$ cat config.mk
export PLATFORM = sky130hd
export DESIGN_NAME = imem_responder
export DESIGN_NICKNAME = d
export VERILOG_FILES = /design/src/rtl/imem_pkg.sv /design/src/rtl/imem_array.sv /design/src/rtl/imem_responder.sv
export SDC_FILE = /design/constraint.sdc
export NUM_CORES = 2
export LEC_CHECK = 0
export CORE_UTILIZATION = 58
export CTS_CLUSTER_SIZE = 28
export DETAILED_ROUTE_END_ITERATION = 10
export PLACE_DENSITY = 0.82
export SLEW_MARGIN = 20
export SYNTH_ARGS = -nofsm -noshare
export SYNTH_HDL_FRONTEND = slang
export SYNTH_SLANG_ARGS = --single-unit
$ cat constraint.sdc
create_clock -name CLK -period 4.21 [get_ports CLK]
set_clock_uncertainty 0.15 [all_clocks]
set_input_delay 0.842 -clock CLK [delete_from_list [all_inputs] [get_ports CLK]]
set_output_delay 0.842 -clock CLK [all_outputs]
set_load 0.05 [all_outputs]
$ cat src/rtl/imem_pkg.sv
// imem_pkg: shared definitions for the instruction-memory responder.
//   state_e          - responder FSM states (IDLE, WAIT, RESP)
//   NOP_INST         - instruction returned on any errored fetch
//   DEPTH_DEFAULT    - default number of 32-bit words stored
//   LATENCY_DEFAULT  - default accept-to-response latency in cycles
package imem_pkg;

  typedef enum logic [1:0] {
    IDLE = 2'd0,
    WAIT = 2'd1,
    RESP = 2'd2
  } state_e;

  localparam logic [31:0] NOP_INST        = 32'h0000_0013;
  localparam int unsigned DEPTH_DEFAULT   = 64;
  localparam int unsigned LATENCY_DEFAULT = 2;

endpackage

$ cat src/rtl/imem_array.sv
// imem_array: instruction word storage, synchronous write, combinational read.
// Ports:
//   CLK        in   clock
//   wr_en_i    in   write strobe (already qualified by the caller)
//   wr_addr_i  in   word index to write
//   wr_data_i  in   word to write
//   rd_addr_i  in   word index to read
//   rd_data_o  out  word at rd_addr_i (pre-write value in a same-edge write)
module imem_array
  import imem_pkg::*;
#(
  parameter int unsigned DEPTH = DEPTH_DEFAULT
) (
  input  logic                     CLK,
  input  logic                     wr_en_i,
  input  logic [$clog2(DEPTH)-1:0] wr_addr_i,
  input  logic [31:0]              wr_data_i,
  input  logic [$clog2(DEPTH)-1:0] rd_addr_i,
  output logic [31:0]              rd_data_o
);

  // Contents are deliberately not reset: program images survive RST.
  logic [31:0] mem_q [DEPTH];

  always_ff @(posedge CLK) begin
    if (wr_en_i) begin
      mem_q[wr_addr_i] <= wr_data_i;
    end
  end

  assign rd_data_o = mem_q[rd_addr_i];

endmodule

$ cat src/rtl/imem_responder.sv
// imem_responder: instruction fetch responder with fixed response latency.
// Accepts one request at a time in IDLE, captures the word/error on the accept
// edge, waits LATENCY cycles, then presents the response until resp_ready.
// Ports:
//   CLK, RST                 clock, synchronous active-high reset
//   req_valid/req_ready      request handshake, req_addr = byte address (PC)
//   resp_valid/resp_ready    response handshake
//   resp_inst, resp_err      fetched word / misaligned-or-out-of-range flag
//   ld_en, ld_addr, ld_data  program-load write port (word indexed)
//   busy                     high whenever the FSM is not IDLE
module imem_responder
  import imem_pkg::*;
#(
  parameter int unsigned DEPTH   = DEPTH_DEFAULT,
  parameter int unsigned LATENCY = LATENCY_DEFAULT
) (
  input  logic                     CLK,
  input  logic                     RST,
  input  logic                     req_valid,
  output logic                     req_ready,
  input  logic [31:0]              req_addr,
  output logic                     resp_valid,
  input  logic                     resp_ready,
  output logic [31:0]              resp_inst,
  output logic                     resp_err,
  input  logic                     ld_en,
  input  logic [$clog2(DEPTH)-1:0] ld_addr,
  input  logic [31:0]              ld_data,
  output logic                     busy
);

  localparam int unsigned AW       = $clog2(DEPTH);
  localparam logic [3:0]  CNT_INIT = (LATENCY > 1) ? 4'(LATENCY - 2) : '0;

  state_e      state_q;
  logic [3:0]  cnt_q;
  logic        resp_valid_q;
  logic [31:0] resp_inst_q;
  logic        resp_err_q;
  logic [31:0] cap_inst_q;
  logic        cap_err_q;

  logic [31:0] rd_data;
  logic        wr_en;
  logic        misaligned;
  logic        in_range;
  logic        dec_err;
  logic [31:0] dec_inst;

  // Loads are dropped during reset and for indices beyond the array.
  assign wr_en = ld_en & ~RST & (32'(ld_addr) < DEPTH);

  imem_array #(
    .DEPTH (DEPTH)
  ) u_array (
    .CLK       (CLK),
    .wr_en_i   (wr_en),
    .wr_addr_i (ld_addr),
    .wr_data_i (ld_data),
    .rd_addr_i (req_addr[AW+1:2]),
    .rd_data_o (rd_data)
  );

  assign misaligned = |req_addr[1:0];
  assign in_range   = {2'b00, req_addr[31:2]} < DEPTH;
  assign dec_err    = misaligned | ~in_range;
  assign dec_inst   = dec_err ? NOP_INST : rd_data;

  always_ff @(posedge CLK) begin
    if (RST) begin
      state_q      <= IDLE;
      cnt_q        <= '0;
      resp_valid_q <= 1'b0;
      resp_inst_q  <= '0;
      resp_err_q   <= 1'b0;
      cap_inst_q   <= '0;
      cap_err_q    <= 1'b0;
    end else begin
      case (state_q)
        IDLE: begin
          if (req_valid) begin
            // Array read is combinational, so a same-edge load is not seen.
            cap_inst_q <= dec_inst;
            cap_err_q  <= dec_err;
            if (LATENCY == 1) begin
              state_q      <= RESP;
              resp_valid_q <= 1'b1;
              resp_inst_q  <= dec_inst;
              resp_err_q   <= dec_err;
            end else begin
              state_q <= WAIT;
              cnt_q   <= CNT_INIT;
            end
          end
        end
        WAIT: begin
          if (cnt_q == '0) begin
            state_q      <= RESP;
            resp_valid_q <= 1'b1;
            resp_inst_q  <= cap_inst_q;
            resp_err_q   <= cap_err_q;
          end else begin
            cnt_q <= cnt_q - 4'd1;
          end
        end
        RESP: begin
          if (resp_ready) begin
            state_q      <= IDLE;
            resp_valid_q <= 1'b0;
            resp_inst_q  <= '0;
            resp_err_q   <= 1'b0;
          end
        end
        default: begin
          state_q <= IDLE;
        end
      endcase
    end
  end

  assign req_ready  = (state_q == IDLE);
  assign busy       = (state_q != IDLE);
  assign resp_valid = resp_valid_q;
  assign resp_inst  = resp_inst_q;
  assign resp_err   = resp_err_q;

endmodule

**Yosys cells after proc, flatten, opt, wreduce, memory -nomap -nowiden**

Memory sizes are Yosys's and may differ from the RTL's.
Index checks and enable logic that the tools add are counted.

- Add/sub/neg operators: 1
- Magnitude comparators: 1
- Equal/unequal tests: 6
- Mux-type cells: 18
- Bitwise logic cells: 4
- Reduce and logical (&&, ||, !) cells: 10

Operator list:

| operator | number |
|---|---|
| $mux W32 | 3 |
| $pmux W32 S2 | 1 |
| $lt A30 B7 Y1 const B | 1 |
| $reduce_and A3 Y1 | 3 |
| $mux W4 | 2 |
| $ne A2 B2 Y1 const B | 4 |
| $pmux W4 S2 | 1 |
| $mux W2 | 3 |
| $pmux W2 S3 | 1 |
| $reduce_bool A2 Y1 | 3 |
| $mux W1 | 5 |
| $logic_not A4 Y1 | 1 |
| $pmux W1 S2 | 2 |
| $sub A4 B1 Y4 const B | 1 |
| $eq A2 B1 Y1 const B | 1 |
| $eq A2 B2 Y1 const B | 1 |
| $logic_not A2 Y1 | 1 |
| $not A1 Y1 | 2 |
| $reduce_and A2 Y1 | 1 |
| $reduce_or A2 Y1 | 1 |
| $and A1 B1 Y1 | 1 |
| $or A1 B1 Y1 | 1 |

- Bits in registers: 73
- RAM bits: 2048
- Input port bits: 75
- Output and inout bits: 36
- Logic and storage cells: 48
- Memories: 1

Memory list:

| memory | depth | width | rd ports | clocked after Yosys merged registers in | write ports | line | RTL |
|---|---|---|---|---|---|---|---|
| u_array.mem_q | 64 | 32 | 1 | 0 | 1 | imem_array.sv:23 | `logic [31:0] mem_q [DEPTH];` |

**Longest topological paths before layout**

- Depth after elaboration: 4
- Gate-level depth with buffers: 10
- Depth with buffers taken out: 7

**Hierarchy**

From an unflattened synthesis, not the netlist that was laid out.

- Cells, all modules: 3639
- Area total of the unflattened synthesis: 81217.9 um^2

By module, submodules not included:

| module | instances | cells each | area an instance (um^2) | sequential area each (um^2) |
|---|---|---|---|---|
| imem_array | 1 | 3292 | 77874.7 | 61499.0 |
| imem_responder | 1 | 347 | 3343.2 | 1461.4 |

**Worst setup path after synthesis**

No wires, ideal clock.

- Path kind: input port to flip-flop
- Start: input port RST
- End: memory u_array.mem_q[62][0], enable pin
- Setup time: 0.421 ns
- Arrival time: 3.033 ns
- Required time: 3.639 ns
- Path slack: 0.606 ns
- Stages: 4
- Path buffers: 1
- Cells stage by stage: clkbuf_1 -> nor3b_1 -> nand3_1 -> nor2_1

- Cells in the longest elaborated chain, start to end: 4

Ends and longest elaborated chain:

| what | line | RTL |
|---|---|---|
| start, declared | imem_responder.sv:18 | `input logic RST,` |
| $not A1 Y1 | imem_responder.sv:51 | `assign wr_en = ld_en & ~RST & (32'(ld_addr) < DEPTH);` |
| $and A1 B1 Y1 | imem_responder.sv:51 |  |
| $mux W1 | imem_array.sv:26 | `if (wr_en_i) begin` |
| $mux W1 (not written as such) | imem_array.sv:27 | `mem_q[wr_addr_i] <= wr_data_i;` |
| end, declared | imem_array.sv:23 |  |

Every way passes these cells.

**Worst setup path in the final report**

- Start: input port req_valid
- End: register cap_inst_q[18]

- Cells in the longest elaborated chain, start to end: 1

Ends and longest elaborated chain:

| what | line | RTL |
|---|---|---|
| start, declared | imem_responder.sv:19 | `input logic req_valid,` |
| $reduce_and A2 Y1 (no line) | - |  |
| end signal, assigned | imem_responder.sv:83 | `cap_inst_q <= dec_inst;` |
| end, declared | imem_responder.sv:40 | `logic [31:0] cap_inst_q;` |

Every way passes these cells.
A chain may end at the register's enable or synchronous reset.

==> flow_results.xml <==
<?xml version="1.0" encoding="UTF-8"?>
<metrics>
  <group name="timing">
    <metric name="final_hold_viol_count" unit="">0</metric>
    <metric name="final.period_utilization" unit="">0.826</metric>
    <metric name="slew-limit-headroom" unit="">0.227</metric>
    <metric name="layout_min_cycle_time" unit="ns">3.48</metric>
    <metric name="tightestPinTransition" unit="ns">1.16</metric>
    <metric name="finalSetupViolCount" unit="">0</metric>
    <metric name="hold_ws" unit="ns">0.301</metric>
    <metric name="grt_setup_unrepaired" unit="">false</metric>
    <metric name="max_clock_freq" unit="MHz">288</metric>
    <metric name="final-max-slew-violation-count" unit="">0</metric>
    <metric name="fin_tns_setup" unit="ns">0</metric>
  </group>
  <group name="setup_path">
    <metric name="cp_data_arrival_time" unit="ns">3.97</metric>
    <metric name="timing.reg2reg.worst_path_depth" unit="">5</metric>
    <metric name="worst-path-max-fanout" unit="">9</metric>
    <metric name="r2r-start" unit="">state_q[1]</metric>
    <metric name="cp_data_required_time" unit="ns">4.71</metric>
    <metric name="rr_endpoint" unit="">cap_inst_q[18]</metric>
    <metric name="cp_class" unit="">in2reg</metric>
    <metric name="critPathLaunch" unit="">req_valid</metric>
    <metric name="reg2reg_setup_slack" unit="ns">0.80</metric>
    <metric name="critPathLaunchType" unit="">input port</metric>
    <metric name="worstSetupEndpointType" unit="">register</metric>
  </group>
  <group name="yosys">
    <metric name="netlist_area_before_placement" unit="um2">81500</metric>
    <metric name="synth_nets" unit="">3850</metric>
    <metric name="synth.yosys.warnings" unit="">0</metric>
    <metric name="dominantRegCellSynth" unit="">sky130_fd_sc_hd__edfxtp_1</metric>
    <metric name="synth_cell_type_count" unit="">67</metric>
    <metric name="syn-instance-count" unit="">3773</metric>
    <metric name="synth_enable_flop_cells" unit="">2048</metric>
    <metric name="postSynth.asyncResetShare" unit="">0</metric>
    <metric name="synth_seq_cells" unit="">2121</metric>
    <metric name="avgSynthCellArea" unit="um2">21.6</metric>
    <metric name="synth-seq-area-share" unit="">0.772</metric>
  </group>
  <group name="floorplan">
    <metric name="design.die.area" unit="um2">142000</metric>
    <metric name="floorplan.die.width" unit="um">377</metric>
    <metric name="start_util" unit="">0.584</metric>
    <metric name="rows" unit="">137</metric>
    <metric name="core_area" unit="um2">140000</metric>
    <metric name="num_io_pins" unit="">111</metric>
    <metric name="die_height" unit="um">377</metric>
  </group>
  <group name="finish">
    <metric name="n_fill_cell" unit="">8251</metric>
    <metric name="layout_common_cells" unit="">2048 x sky130_fd_sc_hd__edfxtp_1, 472 x sky130_fd_sc_hd__mux4_2, 193 x sky130_fd_sc_hd__clkbuf_16, 188 x sky130_fd_sc_hd__buf_4, 181 x sky130_fd_sc_hd__mux2i_1</metric>
    <metric name="layout-drive-gt1-share" unit="">0.261</metric>
    <metric name="syn2layout_area_growth" unit="%">13.0</metric>
    <metric name="final_common_cell" unit="">sky130_fd_sc_hd__edfxtp_1</metric>
    <metric name="post-route-cell-area" unit="um2">92100</metric>
    <metric name="num-nets-final" unit="">4158</metric>
  </group>
  <group name="routing">
    <metric name="detail_route.wirelength" unit="mm">218</metric>
    <metric name="met3WireLength" unit="mm">30.6</metric>
    <metric name="route.detailed.drc" unit="">0</metric>
    <metric name="topRoutingLayerUsed" unit="">met5</metric>
    <metric name="wl_met2" unit="mm">104</metric>
    <metric name="drtAntennaViolNets" unit="">0</metric>
    <metric name="starting_drt_drc_count" unit="">6988</metric>
    <metric name="avgViaCountPerCell" unit="">7.09</metric>
    <metric name="first_pass_iters" unit="">8</metric>
    <metric name="wire_length_per_cell_after_detailed_routing" unit="um">35.7</metric>
    <metric name="vias_post_dr" unit="">43300</metric>
    <metric name="met1_routed_length" unit="mm">72.5</metric>
  </group>
  <group name="global_routing">
    <metric name="pin_count_of_the_biggest_net_entering_global_routing" unit="">91</metric>
    <metric name="grt_first_pass_wirelength" unit="mm">306</metric>
    <metric name="grt_antenna_before_repair" unit="">15</metric>
    <metric name="globalRouteTotalUtil" unit="">0.307</metric>
    <metric name="vias_in_the_first_global_route" unit="">43300</metric>
    <metric name="grt_overflow_total" unit="">0</metric>
  </group>
  <group name="power">
    <metric name="pwr_density_cell" unit="nW/um2">461</metric>
    <metric name="vdd_drop_max" unit="V">0.000487</metric>
    <metric name="static_leakage" unit="uW">0.0291</metric>
  </group>
  <group name="placed_design">
    <metric name="finalWeightedCongestion" unit="">0.875</metric>
    <metric name="port-buffer-count" unit="">110</metric>
    <metric name="hpwl" unit="mm">121</metric>
    <metric name="dpl_cell_area" unit="um2">86200</metric>
  </group>
  <group name="min_path">
    <metric name="depth_of_the_worst_hold_timing_path" unit="">2</metric>
    <metric name="worstHoldEndpoint" unit="">resp_err</metric>
    <metric name="min_from" unit="">cap_err_q</metric>
    <metric name="min-delay-path-class" unit="">reg2reg</metric>
  </group>
  <group name="clock_network">
    <metric name="cts_root_buffer" unit="">sky130_fd_sc_hd__clkbuf_16</metric>
    <metric name="cts_num_sinks" unit="">2121</metric>
    <metric name="cts_max_path_buffers" unit="">3</metric>
    <metric name="clock_insertion_delay_at_the_later_pin_of_the_skew_report" unit="ns">0.82</metric>
    <metric name="cts_tree" unit="">built</metric>
    <metric name="clk_pin_slew_worst_setup_hold_paths" unit="ns">0.06</metric>
    <metric name="cts_hold_buffers" unit="">0</metric>
    <metric name="cts_made_buffers" unit="">187</metric>
    <metric name="clock_tree.htree_level_count" unit="">4</metric>
    <metric name="ctsResizeCount" unit="">0</metric>
    <metric name="post_cts_buffers" unit="">0</metric>
  </group>
  <group name="status">
    <metric name="outcome" unit="">completed</metric>
  </group>
  <group name="job">
    <metric name="drv.max_cap_violation_count" unit="">0</metric>
  </group>
</metrics>
==> synth_stat cells, drive strengths merged (5+ instances only) <==
master / number / area share
edfxtp: 2048 / 0.75
mux4: 480 / 0.13
mux2i: 181 / 0.022
nand2: 167 / 0.0077
buf: 152 / 0.014
nor2: 102 / 0.0048
nand3: 84 / 0.0052
a22oi: 78 / 0.0072
dfxtp: 73 / 0.018
a21oi: 63 / 0.0039
clkbuf: 60 / 0.0028
o22ai: 33 / 0.0025
o21ai: 27 / 0.0017
a32oi: 18 / 0.0019
mux2: 18 / 0.0025
nor2b: 17 / 0.0013
o41ai: 14 / 0.0015
nand4: 13 / 0.0012
and3: 11 / 0.00084
and2: 10 / 0.00077
nor4: 9 / 0.00092
o2111ai: 9 / 0.00097
nand3b: 8 / 0.00074
inv: 7 / 0.00032
nor3: 7 / 0.00049
o221ai: 7 / 0.00075
a2bb2oi: 6 / 0.00064
a31oi: 6 / 0.00046
or3b: 6 / 0.00064
a2111oi: 5 / 0.00054
a211oi: 5 / 0.00052
a221oi: 5 / 0.00061
a311oi: 5 / 0.00054
nor3b: 5 / 0.00060
nor4bb: 5 / 0.00061
==> kinds of logic after synthesis <==
family,count (synthesis),synth area share
flip-flops,2121,0.772
multiplexers,679,0.158
AND/OR/NAND/NOR,458,0.0270
AO/OA/AOI/OAI,291,0.0248
buffers and inverters,220,0.0175
XOR/XNOR,2,0.000215
adder cells (fa/ha/maj),2,0.000307
==> how the worst max path moves through the flow <==
| stage | slack, ns | endpoint | cells past startpoint |
|---|---|---|---|
| after floorplan | 0.61 | u_array.mem_q[62][0] | 4 |
| after global placement | 0.26 | cap_inst_q[31] | 6 |
| after detailed placement | 0.14 | cap_inst_q[20] | 6 |
| after CTS | 0.77 | req_ready | 3 |
| after global routing | 0.69 | cap_inst_q[18] | 6 |
| final | 0.73 | cap_inst_q[18] | 6 |
==> layout make-up <==
cell class	instances	area [um2]	share of cell area
Multi-Input combinational cell	1432	17600	0.191
Clock inverter	92	807	0.00876
Sequential cell	2121	63000	0.683
Clock buffer	242	5070	0.0551
Inverter	8	33.8	0.000367
Timing Repair Buffer	331	3270	0.0355
Tap cell	1876	2350	0.0255
Antenna cell	7	17.5	0.000190
==> metal layers <==
| metal | up-vias | global-route usage |
|---|---|---|
| li1 | 16400 | - |
| met1 | 22100 | 0.400 |
| met2 | 3999 | 0.485 |
| met3 | 770 | 0.0900 |
| met4 | 20 | 0.134 |
| met5 | - | 0 |
==> registers in the layout, summed over array words and instances, names as in the netlist <==
| signal | count |
|---|---|
| cap_inst_q | 32 |
| cap_err_q | 1 |
| resp_valid | 1 |
| u_array.mem_q | 2048 |
| resp_err | 1 |
| cnt_q | 4 |
| state_q | 2 |
| resp_inst | 32 |
==> power breakdown <==
group          internal [uW]  leakage, uW  total, uW  switching, uW
sequential             23200       0.0190      23300           64.1
clock                   9270      0.00288      16700           7420
combinational            869      0.00718       2480           1620
==> worst max-delay path, stage by stage <==
cell and delay, ns:
sky130_fd_sc_hd__clkdlybuf4s50_1 0.48, sky130_fd_sc_hd__nor3b_4 0.75, sky130_fd_sc_hd__nand4_4 0.27, sky130_fd_sc_hd__nor3_4 0.66
sky130_fd_sc_hd__o221ai_1 0.37, sky130_fd_sc_hd__o41ai_1 0.59
==> metrics by stage <==
step | std cells | power [uW] | setup WS, ns | utilization
6_report | 6109 | 42500 | 0.732 | 0.660
3_3_place_gp | 5765 | 26100 | 0.262 | 0.617
2_1_floorplan | 3773 | 25100 | 0.606 | -
5_1_grt | 6104 | 43300 | 0.687 | 0.660
3_5_place_dp | 5766 | 26100 | 0.140 | 0.617
4_1_cts | 6100 | 42500 | 0.775 | 0.660
No activity file was read; power rests on OpenSTA's default activity.
